$ cat src/rtl/peasant_pkg.sv
// Shared definitions for the peasant multiplier/divider pair: the
// handshake state encoding and the default operand width.
package peasant_pkg;

  localparam int PEASANT_NBITS = 8;

  typedef enum logic [1:0] {
    IDLE = 2'd0,
    CALC = 2'd1,
    SEND = 2'd2
  } state_e;

endpackage

$ cat src/rtl/peasant_divider_div_step.sv
// One restoring-division step: shift the next dividend bit into the partial
// remainder, and subtract the divisor whenever it fits.
module div_step
  import peasant_pkg::*;
#(
  parameter int NBITS = PEASANT_NBITS
) (
  input  logic [NBITS-1:0] prem_i,
  input  logic             dividendBit_i,
  input  logic [NBITS-1:0] divisor_i,
  output logic [NBITS:0]   prem_o,
  output logic             quotBit_o
);

  logic [NBITS:0] trial;
  logic [NBITS:0] widened;

  assign trial   = {prem_i, dividendBit_i};
  assign widened = {1'b0, divisor_i};

  always_comb begin
    prem_o    = trial;
    quotBit_o = 1'b0;
    if (trial >= widened) begin
      prem_o    = trial - widened;
      quotBit_o = 1'b1;
    end
  end

endmodule

$ cat src/rtl/peasant_divider.sv
// Restoring shift-subtract divider: 2*NBITS-bit dividend by NBITS-bit divisor,
// one quotient bit per clock, with registered iValid/iReady and oValid/oReady.
module peasant_divider
  import peasant_pkg::*;
#(
  parameter int NBITS = PEASANT_NBITS
) (
  input  logic               clock,
  input  logic               reset,
  input  logic               iValid,
  output logic               iReady,
  input  logic [2*NBITS-1:0] dividend,
  input  logic [NBITS-1:0]   divisor,
  output logic               oValid,
  input  logic               oReady,
  output logic [2*NBITS-1:0] quotient,
  output logic [NBITS-1:0]   remainder,
  output logic               divByZero
);

  localparam int QW = 2 * NBITS;
  localparam int CW = (QW > 1) ? $clog2(QW) : 1;
  localparam logic [CW-1:0] LAST_COUNT = CW'(QW - 1);

  state_e           state_q;
  logic [QW-1:0]    dreg_q;
  logic [QW-1:0]    quot_q;
  logic [NBITS-1:0] divisor_q;
  logic [NBITS-1:0] remainder_q;
  logic [NBITS:0]   prem_q;
  logic [CW-1:0]    count_q;
  logic             iReady_q;
  logic             oValid_q;
  logic             divByZero_q;

  logic [NBITS:0]   prem_d;
  logic             quotBit_d;
  logic [QW-1:0]    dreg_d;
  logic [QW-1:0]    quot_d;

  // The partial remainder's top bit only exists as compare headroom inside
  // div_step; after a restoring step it is always zero and is never read back.
  logic             unusedPremMsb;
  assign unusedPremMsb = prem_q[NBITS];

  div_step #(
    .NBITS(NBITS)
  ) uStep (
    .prem_i       (prem_q[NBITS-1:0]),
    .dividendBit_i(dreg_q[QW-1]),
    .divisor_i    (divisor_q),
    .prem_o       (prem_d),
    .quotBit_o    (quotBit_d)
  );

  assign dreg_d = {dreg_q[QW-2:0], 1'b0};
  assign quot_d = {quot_q[QW-2:0], quotBit_d};

  always_ff @(posedge clock) begin
    if (!reset) begin
      state_q     <= IDLE;
      dreg_q      <= '0;
      quot_q      <= '0;
      divisor_q   <= '0;
      remainder_q <= '0;
      prem_q      <= '0;
      count_q     <= '0;
      iReady_q    <= 1'b0;
      oValid_q    <= 1'b0;
      divByZero_q <= 1'b0;
    end else begin
      case (state_q)
        IDLE: begin
          if (iValid && iReady_q) begin
            iReady_q  <= 1'b0;
            dreg_q    <= dividend;
            divisor_q <= divisor;
            prem_q    <= '0;
            if (divisor != '0) begin
              quot_q  <= '0;
              count_q <= LAST_COUNT;
              state_q <= CALC;
            end else begin
              // A zero divisor skips CALC and reports an all-ones quotient.
              quot_q      <= '1;
              remainder_q <= '0;
              divByZero_q <= 1'b1;
              oValid_q    <= 1'b1;
              state_q     <= SEND;
            end
          end else begin
            iReady_q <= 1'b1;
          end
        end

        CALC: begin
          dreg_q <= dreg_d;
          prem_q <= prem_d;
          quot_q <= quot_d;
          if (count_q == '0) begin
            remainder_q <= prem_d[NBITS-1:0];
            divByZero_q <= 1'b0;
            oValid_q    <= 1'b1;
            state_q     <= SEND;
          end else begin
            count_q <= count_q - CW'(1);
          end
        end

        SEND: begin
          if (oReady) begin
            oValid_q <= 1'b0;
            iReady_q <= 1'b1;
            state_q  <= IDLE;
          end
        end

        default: begin
          state_q <= IDLE;
        end
      endcase
    end
  end

  assign iReady    = iReady_q;
  assign oValid    = oValid_q;
  assign quotient  = quot_q;
  assign remainder = remainder_q;
  assign divByZero = divByZero_q;

endmodule

$ cat config.mk
export PLATFORM = sky130hd
export DESIGN_NAME = peasant_divider
export DESIGN_NICKNAME = d
export VERILOG_FILES = /design/src/rtl/peasant_pkg.sv /design/src/rtl/peasant_divider_div_step.sv /design/src/rtl/peasant_divider.sv
export SDC_FILE = /design/constraint.sdc
export NUM_CORES = 1
export LEC_CHECK = 0
export BUFFER_PORTS_ARGS = -buffer_cell sky130_fd_sc_hd__clkbuf_2
export CORE_MARGIN = 5
export CORE_UTILIZATION = 51
export CTS_CLUSTER_DIAMETER = 60
export DETAILED_ROUTE_END_ITERATION = 12
export PLACE_DENSITY = 0.77
export SYNTH_ARGS = -nofsm -noshare
export SYNTH_HDL_FRONTEND = slang
export SYNTH_SLANG_ARGS = --single-unit
$ cat constraint.sdc
create_clock -name clock -period 4.8 [get_ports clock]
set_clock_uncertainty 0.1 [all_clocks]
set_input_delay 0.72 -clock clock [delete_from_list [all_inputs] [get_ports clock]]
set_output_delay 0.72 -clock clock [all_outputs]
set_load 0.05 [all_outputs]
## After elaboration in Yosys (flattened, before gate mapping)

Cells that the tools add are included.

- Input bits: 28
- Bits in latches: 0
- Memories kept: 0
- Bits in registers: 65
- Word-level logic and storage cells: 67
- RAM bits: 0
- Bits in read-only memories: 0
- Output and inout port bits: 27

- Equality and inequality tests: 8
- Reduce and logical (&&, ||, !) cells: 14
- Div/mod/pow operators: 0
- $add $sub $neg: 2
- Multiplexer cells: 32
- Bitwise gates (word level): 0
- Shift-type cells: 0
- Multipliers: 0
- Magnitude comparators: 1

Operator list:

| kind | number |
|---|---|
| $pmux W16 S2 | 2 |
| $mux W16 | 3 |
| $mux W8 | 5 |
| $pmux W8 S2 | 2 |
| $mux W4 | 3 |
| $ne A2 B2 Y1 const B | 6 |
| $ge A9 B8 Y1 | 1 |
| $mux W1 | 8 |
| $mux W2 | 4 |
| $pmux W4 S2 | 1 |
| $reduce_and A4 Y1 | 2 |
| $reduce_bool A8 Y1 | 1 |
| $sub A8 B8 Y8 | 1 |
| $pmux W2 S3 | 1 |
| $reduce_and A2 Y1 | 3 |
| $reduce_and A5 Y1 | 1 |
| $logic_not A4 Y1 | 1 |
| $pmux W1 S2 | 2 |
| $reduce_bool A2 Y1 | 2 |
| $sub A4 B1 Y4 const B | 1 |
| $pmux W1 S3 | 1 |
| $reduce_and A3 Y1 | 1 |
| $reduce_bool A3 Y1 | 1 |
| $eq A2 B1 Y1 const B | 1 |
| other kinds (3) | 3 |

## Logic depth before layout (Yosys ltp)

Gate-level depths: netlist of the first run.

- Depth in word-level cells: 4
- Mapped depth: 10
- Mapped depth without buffers: 9

## Cells and area by module

From an unflattened synthesis of the first run, not the netlist that was laid out.

- Cells, all modules: 389
- Area, all modules: 3,350.7 um^2

Modules (own cells, without submodules):

| module | cells each | sequential area each (um^2) | area an instance (um^2) | times used |
|---|---|---|---|---|
| peasant_divider | 313 | 1,301.2 | 2,803.9 | 1 |
| div_step | 76 | 0.0 | 546.8 | 1 |

## Worst setup path after synthesis of the first run

OpenSTA, ideal clock, no wires.

- Kind: register -> register
- Start point: register divisor_q[3]
- End point: register prem_q[1]
- Data required time: 4,624 ps
- Setup time: 76 ps
- Stages on the path, launching flop included: 10
- Path buffers: 1
- Path slack: 2,746 ps
- Arrival: 1,879 ps
- Clock period less this slack: 2,054 ps
- Cells stage by stage: dfxtp_1 inv_1 ha_1 a21o_1 a21oi_1 o2111ai_2 nand2_2 buf_6 mux2_4 o22ai_2

- Word-level cells in the longest chain between the ends: 3

RTL lines:

| item | RTL line | source |
|---|---|---|
| start: declaration | peasant_divider.sv:28 | `logic [NBITS-1:0] divisor_q;` |
| start signal: assignment | peasant_divider.sv:77 | `divisor_q <= divisor;` |
| $ge A9 B8 Y1 | peasant_divider_div_step.sv:24 | `if (trial >= widened) begin` |
| $mux W8 | peasant_divider_div_step.sv:24 |  |
| $pmux W8 S2 | peasant_divider.sv:72 | `case (state_q)` |
| end signal: assignment | peasant_divider.sv:98 | `prem_q <= prem_d;` |
| end: declaration | peasant_divider.sv:30 | `logic [NBITS:0] prem_q;` |

No other way between the ends.
A chain may end at the register's enable or synchronous reset.

## Final worst setup path of the first run

- Start point: register state_q[0]
- End point: register prem_q[7]

- Word-level cells in the longest chain between the ends: 3
- Elaborated cells on any way between the ends: 6
- Those cells by class: eq/ne: 2; mux: 1; reduce/logical: 3

RTL lines:

| item | RTL line | source |
|---|---|---|
| start: declaration | peasant_divider.sv:25 | `state_e state_q;` |
| start signal: assignment | peasant_divider.sv:61 | `state_q <= IDLE;` |
| start signal: assignment | peasant_divider.sv:82 | `state_q <= CALC;` |
| start signal: assignment | peasant_divider.sv:89 | `state_q <= SEND;` |
| $eq A2 B1 Y1 or $logic_not A2 Y1 (tied branches) | peasant_divider.sv:72 |  |
| $reduce_bool A2 Y1 (no source line) or $ne A2 B2 Y1 (tied branches) | n/a |  |
| $reduce_and A2 Y1 (no source line) | n/a |  |

Several ways; a longest one is shown, not always the timed one.

==> results.yml, run 1 <==
status:
  status: "finished clean"
worst_setup_path:
  crit_type: "flop to flop"
  worstPathArrival_ns: 2.63
  critPathRequiredTime_ns: 4.92
  startpoint_type: "flop"
  worstPathMaxFanout: 70
  end_kind: "flop"
  crit_start: "state_q[0]$_SDFFE_PN0P_"
  r2r-start: "state_q[0]$_SDFFE_PN0P_"
logic_synthesis:
  avgSynthCellArea_sq_um: 8.82
  syn-num-nets: 410
  syn_area_sq_um: 3250
  synth_seq_area_share_pct: 40.0
  synth-edff-count: 0
  synth-seq-cells: 65
  synth-main-ff-cell: "dfxtp_1"
  synthCells: 369
  synthArstFlopShare_pct: 0
  synth.distinct_cells: 53
  yosysWarnings: 0
global_routing:
  grt_pass1_wl_microns: 12100
  antenna_found_initial: 0
  grt_pass1_vias: 2579
  grt_overflow: 0
  grt_max_degree: 71
  grt_usage_pct: 17.9
cts:
  numCtsBuffers: 9
  clk_pin_slew_ns: 0.07
  clk_latency_ns: 0.34
  cts.htree.levels: 3
  clockRootBuffer: "clkbuf_8"
  postCtsHoldBufs: 0
  cts.sinks: 65
  cts_tree: "done"
  ctsResizeCount: 0
  cts_buffer_depth: 2
  postCtsSetupBuffers: 0
route:
  wl_microns: 6960
  first_pass_iters: 4
  drt-vias-per-instance: 5.56
  wl_met1_microns: 3120
  drt_iter0_drc: 153
  wl_per_cell_microns: 14.1
  highest_layer: "met4"
  antenna_left: 0
  drc: 0
  vias: 2748
  route.met2.wl_microns: 3200
  wl_met3_microns: 476
final_layout:
  num_antenna_cells: 0
  fillCellCount: 570
  layout-drive-gt1-share_pct: 21.6
  syn2layout_area_growth_pct: 15.2
  final_core_util_pct: 59.7
  design_area_sq_um: 3750
  nets: 453
floorplan:
  die_h_microns: 89.9
  fp.dieW_microns: 89.9
  start_util_pct: 51.8
  core_sq_um: 6280
  rows: 29
  io_pins: 55
  die-area_sq_um: 8080
timing:
  period_needed_ns: 2.51
  tns_ns: 0
  drv_slew: 0
  setup_viol: 0
  finalHoldViolations: 0
  rsz0062_at_grt: "no"
  worst_pin_slew_ns: 1.02
  slew_headroom_pct: 32.3
  fmax_mhz: 399
  min_period_over_period_pct: 52.2
power:
  ir_worst_vdd_mv: 0.480
  leakage_nw: 1.66
  p_per_area_nw_per_um2: 614
job:
  cap_viol_max_count: 0
min_path:
  worstHoldStart: "remainder[5]$_SDFFE_PN0P_"
  hold_class: "flop to flop"
place:
  portBuffers: 54
  place.gp.congestion: 0.888
  hpwl_microns: 4900
  placed_cell_area_sq_um: 3520
==> cell usage after synthesis (3+ instances only) <==
library cell  number  area (sq um)
dfxtp_1           65          1300
nand2_1           53           199
a21oi_1           41           205
mux2i_1           21           210
o21ai_0           21           105
inv_1             19          71.3
o211a_1           16           160
clkbuf_1          15          56.3
ha_1              12           150
a21boi_0          11          82.6
nor2_1            11          41.3
o21ai_1            7          35.0
o22ai_1            6          37.5
nand3_1            5          25.0
nor2b_1            5          31.3
xnor2_1            5          43.8
buf_2              4          20.0
a31oi_1            3          18.8
and2_1             3          18.8
buf_4              3          22.5
==> state kept, by name, summed over array words and instances (netlist names) <==
name	count
state_q	2
remainder	8
divByZero	1
dreg_q	16
iReady	1
count_q	4
prem_q	8
divisor_q	8
quotient	16
oValid	1
==> power by group <==
group | internal [mW] | switching (mW)
clock | 0.308 | 0.218
combinational | 0.350 | 0.660
sequential | 0.675 | 0.0889
==> final cells by class <==
class                           instances  area (sq um)  share of cell area (%)
Multi-Input combinational cell        261          1760                    47.1
Sequential cell                        65          1300                    34.7
Timing Repair Buffer                   56           285                    7.62
Clock buffer                           10           138                    3.67
Tap cell                               77          96.3                    2.57
Clock inverter                          6          90.1                    2.40
Inverter                               19          71.3                    1.90
==> metal layers <==
metal	GRT usage (%)	vias up
met4	8.68	0
met1	23.0	1264
met2	27.4	70
met3	5.09	15
li1	-	1399
met5	0	-
==> final timing paths <==
path	end	depth (start not counted)	slack, ns
worst max-delay path	prem_q[7]$_SDFFE_PN0P_	8	2.29
worst min-delay path	remainder[5]$_SDFFE_PN0P_	2	0.35
worst max register to register	prem_q[7]$_SDFFE_PN0P_	8	2.29
worst min register to register	remainder[5]$_SDFFE_PN0P_	2	0.35
==> worst max-delay path: stages, from the launching register on <==
cell and delay, ns:
dfxtp_1 0.35, inv_1 0.10, ha_1 0.42, nand3_2 0.37
nand2_2 0.16, buf_4 0.51, nor2_1 0.11, a41oi_1 0.18
o31ai_1 0.09
==> cells by family (layout without fill, tap and decap cells) <==
kind of cell | after synthesis | count (layout) | synth area share [%]
simple gates | 91 | 91 | 13.7
buf+inv | 43 | 91 | 5.92
xor+xnor | 7 | 7 | 1.88
flops | 65 | 65 | 40.0
mux | 23 | 23 | 7.27
compound gates | 127 | 127 | 26.0
fa+ha+maj | 13 | 13 | 5.23
==> metrics by stage <==
stage / power (mW) / setup WS (ns) / std cells / hold slack (ns)
CTS: 2.31 / 2.30 / 494 / 0.356
global placement: 1.76 / 2.35 / 478 / 0.339
floorplan: 1.61 / 2.75 / 369 / 0.343
finish: 2.30 / 2.29 / 494 / 0.352
global route: 2.45 / 2.03 / 494 / 0.374
detailed placement: 1.78 / 2.31 / 478 / 0.346
==> cells in the final DEF, fill, tap and decap left out, types with 2 or more instances in the layout <==
cell        n
buf_4       2
clkbuf_8   10
a32oi_1     2
a31oi_1     3
dfxtp_1    65
o31ai_1     2
nand2_2     3
a21boi_0   11
ha_1       11
xor2_1      2
o22ai_1     6
clkbuf_2   54
o21ai_0    21
xnor2_1     5
a21boi_1    2
bufinv_16   2
mux2i_1    21
a21oi_1    41
nor2b_1     5
nand2_1    52
nor4_4      2
nor2_1     11
o21ai_1     7
inv_1      19
nand2b_1    2
o211a_1    16
nand3_1     5
a21o_1      2
nand3_2     2
and2_1      3
Note: power is estimated with default switching activity, not from simulation.
==> run 2: changes to the inputs <==
Settings changed: PLACE_DENSITY 0.77 to 0.8.
Clock period 4.8 ns to 2.3 ns, I/O delays scaled along.
==> results.yml, run 2 (synthesis gave the netlist of run 1 again) <==
timing:
  worst_pin_slew_ns: 0.409
  drv_slew: 0
  slew_headroom_pct: 72.7
  setup_viol: 0
  worst_slack_ns: 0.0866
  fmax_mhz: 452
  period_needed_ns: 2.21
  finalHoldViolations: 0
  rsz0062_at_grt: "yes"
  min_period_over_period_pct: 96.2
cts:
  clk_pin_slew_ns: 0.07
  numCtsBuffers: 9
  cts_buffer_depth: 2
  cts.sinks: 65
  cts.htree.levels: 3
  cts_tree: "done"
  clk_latency_ns: 0.35
  clockRootBuffer: "clkbuf_8"
min_path:
  whs_path_depth: 3
  hold_class: "input pin to flop"
  holdPathEnd: "dreg_q[0]$_SDFFE_PN0P_"
  worstHoldStart: "dividend[0]"
worst_setup_path:
  critPathRequiredTime_ns: 2.44
  r2r-start: "divisor_q[2]$_SDFFE_PN0P_"
  crit_type: "flop to flop"
  crit_start: "divisor_q[2]$_SDFFE_PN0P_"
  worstPathMaxFanout: 4
  r2r_end: "prem_q[6]$_SDFFE_PN0P_"
  end_kind: "flop"
  reg2reg_depth: 8
  reg2reg_setup_slack_ns: 0.09
  startpoint_type: "flop"
  worstPathArrival_ns: 2.35
final_layout:
  layout_common_cells: "dfxtp_1 (65), clkbuf_2 (54), nand2_1 (52)"
  final_common_cell: "dfxtp_1"
  syn2layout_area_growth_pct: 17.7
  num_antenna_cells: 0
  layout-drive-gt1-share_pct: 24.7
  layout.cells.non_filler: 507
  nets: 466
  final_core_util_pct: 61.0
route:
  wl_per_cell_microns: 14.2
  drt-vias-per-instance: 5.52
  drt_iter0_drc: 109
  antenna_left: 0
  vias: 2798
  drc: 0
  first_pass_iters: 4
  wl_microns: 7210
global_routing:
  grt_usage_pct: 18.4
  antenna_found_initial: 0
  grt_overflow: 0
  grt_pass1_wl_microns: 12300
  grt_max_degree: 30
  grt_pass1_vias: 2663
floorplan:
  fp.dieW_microns: 89.9
  start_util_pct: 51.8
  core_sq_um: 6280
  io_pins: 55
  rows: 29
  die-area_sq_um: 8080
  die_h_microns: 89.9
job:
  cap_viol_max_count: 0
place:
  hpwl_microns: 5110
  portBuffers: 54
  place.gp.congestion: 0.870
  dp.cells: 489
  pre_cts_slack_ns: 0.0664
status:
  status: "finished clean"
power:
  leakage_nw: 1.70
  ir_worst_vdd_mv: 0.761
  p_per_area_nw_per_um2: 1240
[run 2: metal layers]
layer	up-vias	part of all wire [%]	GRT usage [%]
met5	-	0	0
met4	0	1.6	6.08
met3	11	5.5	6.01
met2	58	47	28.9
met1	1303	46	23.8
li1	1426	-	-
[run 2: worst max-delay path by stage]
stage                             endpoint  slack [ns]
finish              prem_q[6]$_SDFFE_PN0P_        0.09
CTS                 prem_q[0]$_SDFFE_PN0P_        0.06
global route        prem_q[0]$_SDFFE_PN0P_       -0.01
floorplan           prem_q[1]$_SDFFE_PN0P_        0.25
global placement    prem_q[6]$_SDFFE_PN0P_        0.14
detailed placement  prem_q[0]$_SDFFE_PN0P_        0.07
[run 2: where the power goes]
group	switching, mW	total (mW)	internal [mW]
clock network	0.445	0.927	0.482
registers	0.180	1.59	1.41
logic	1.41	2.23	0.823
total	2.03	4.75	2.71
[run 2: timing repair]
item	CTS	global route
resized for setup	0	5
buffers inserted	0	2
hold buffers	0	0
setup endpoints to repair	0	8
[run 2: critical path, stage by stage, from the launching register on]
cell     delay, ns
dfxtp_1       0.33
inv_1         0.05
ha_1          0.36
nor2b_1       0.17
o31a_1        0.31
buf_4         0.15
a311o_1       0.34
mux2i_1       0.20
o21ai_1       0.10
[run 2: through the flow]
step	area, sq um	power [mW]	setup TNS [ns]	hold slack (ns)
global route	3830	5.10	-0.0208	0.146
floorplan	3250	3.35	0	0.343
global placement	3600	3.73	0	0.336
detailed placement	3600	3.79	0	0.343
finish	3830	4.75	0	0.157
CTS	3790	4.73	0	0.151
[run 2: final cells by class]
class | count | area (sq um)
Fill cell | 548 | 2450
Tap cell | 77 | 96.3
Inverter | 19 | 71.3
Multi-Input combinational cell | 261 | 1780
Clock inverter | 3 | 23.8
Clock buffer | 13 | 169
Sequential cell | 65 | 1300
Timing Repair Buffer | 69 | 383
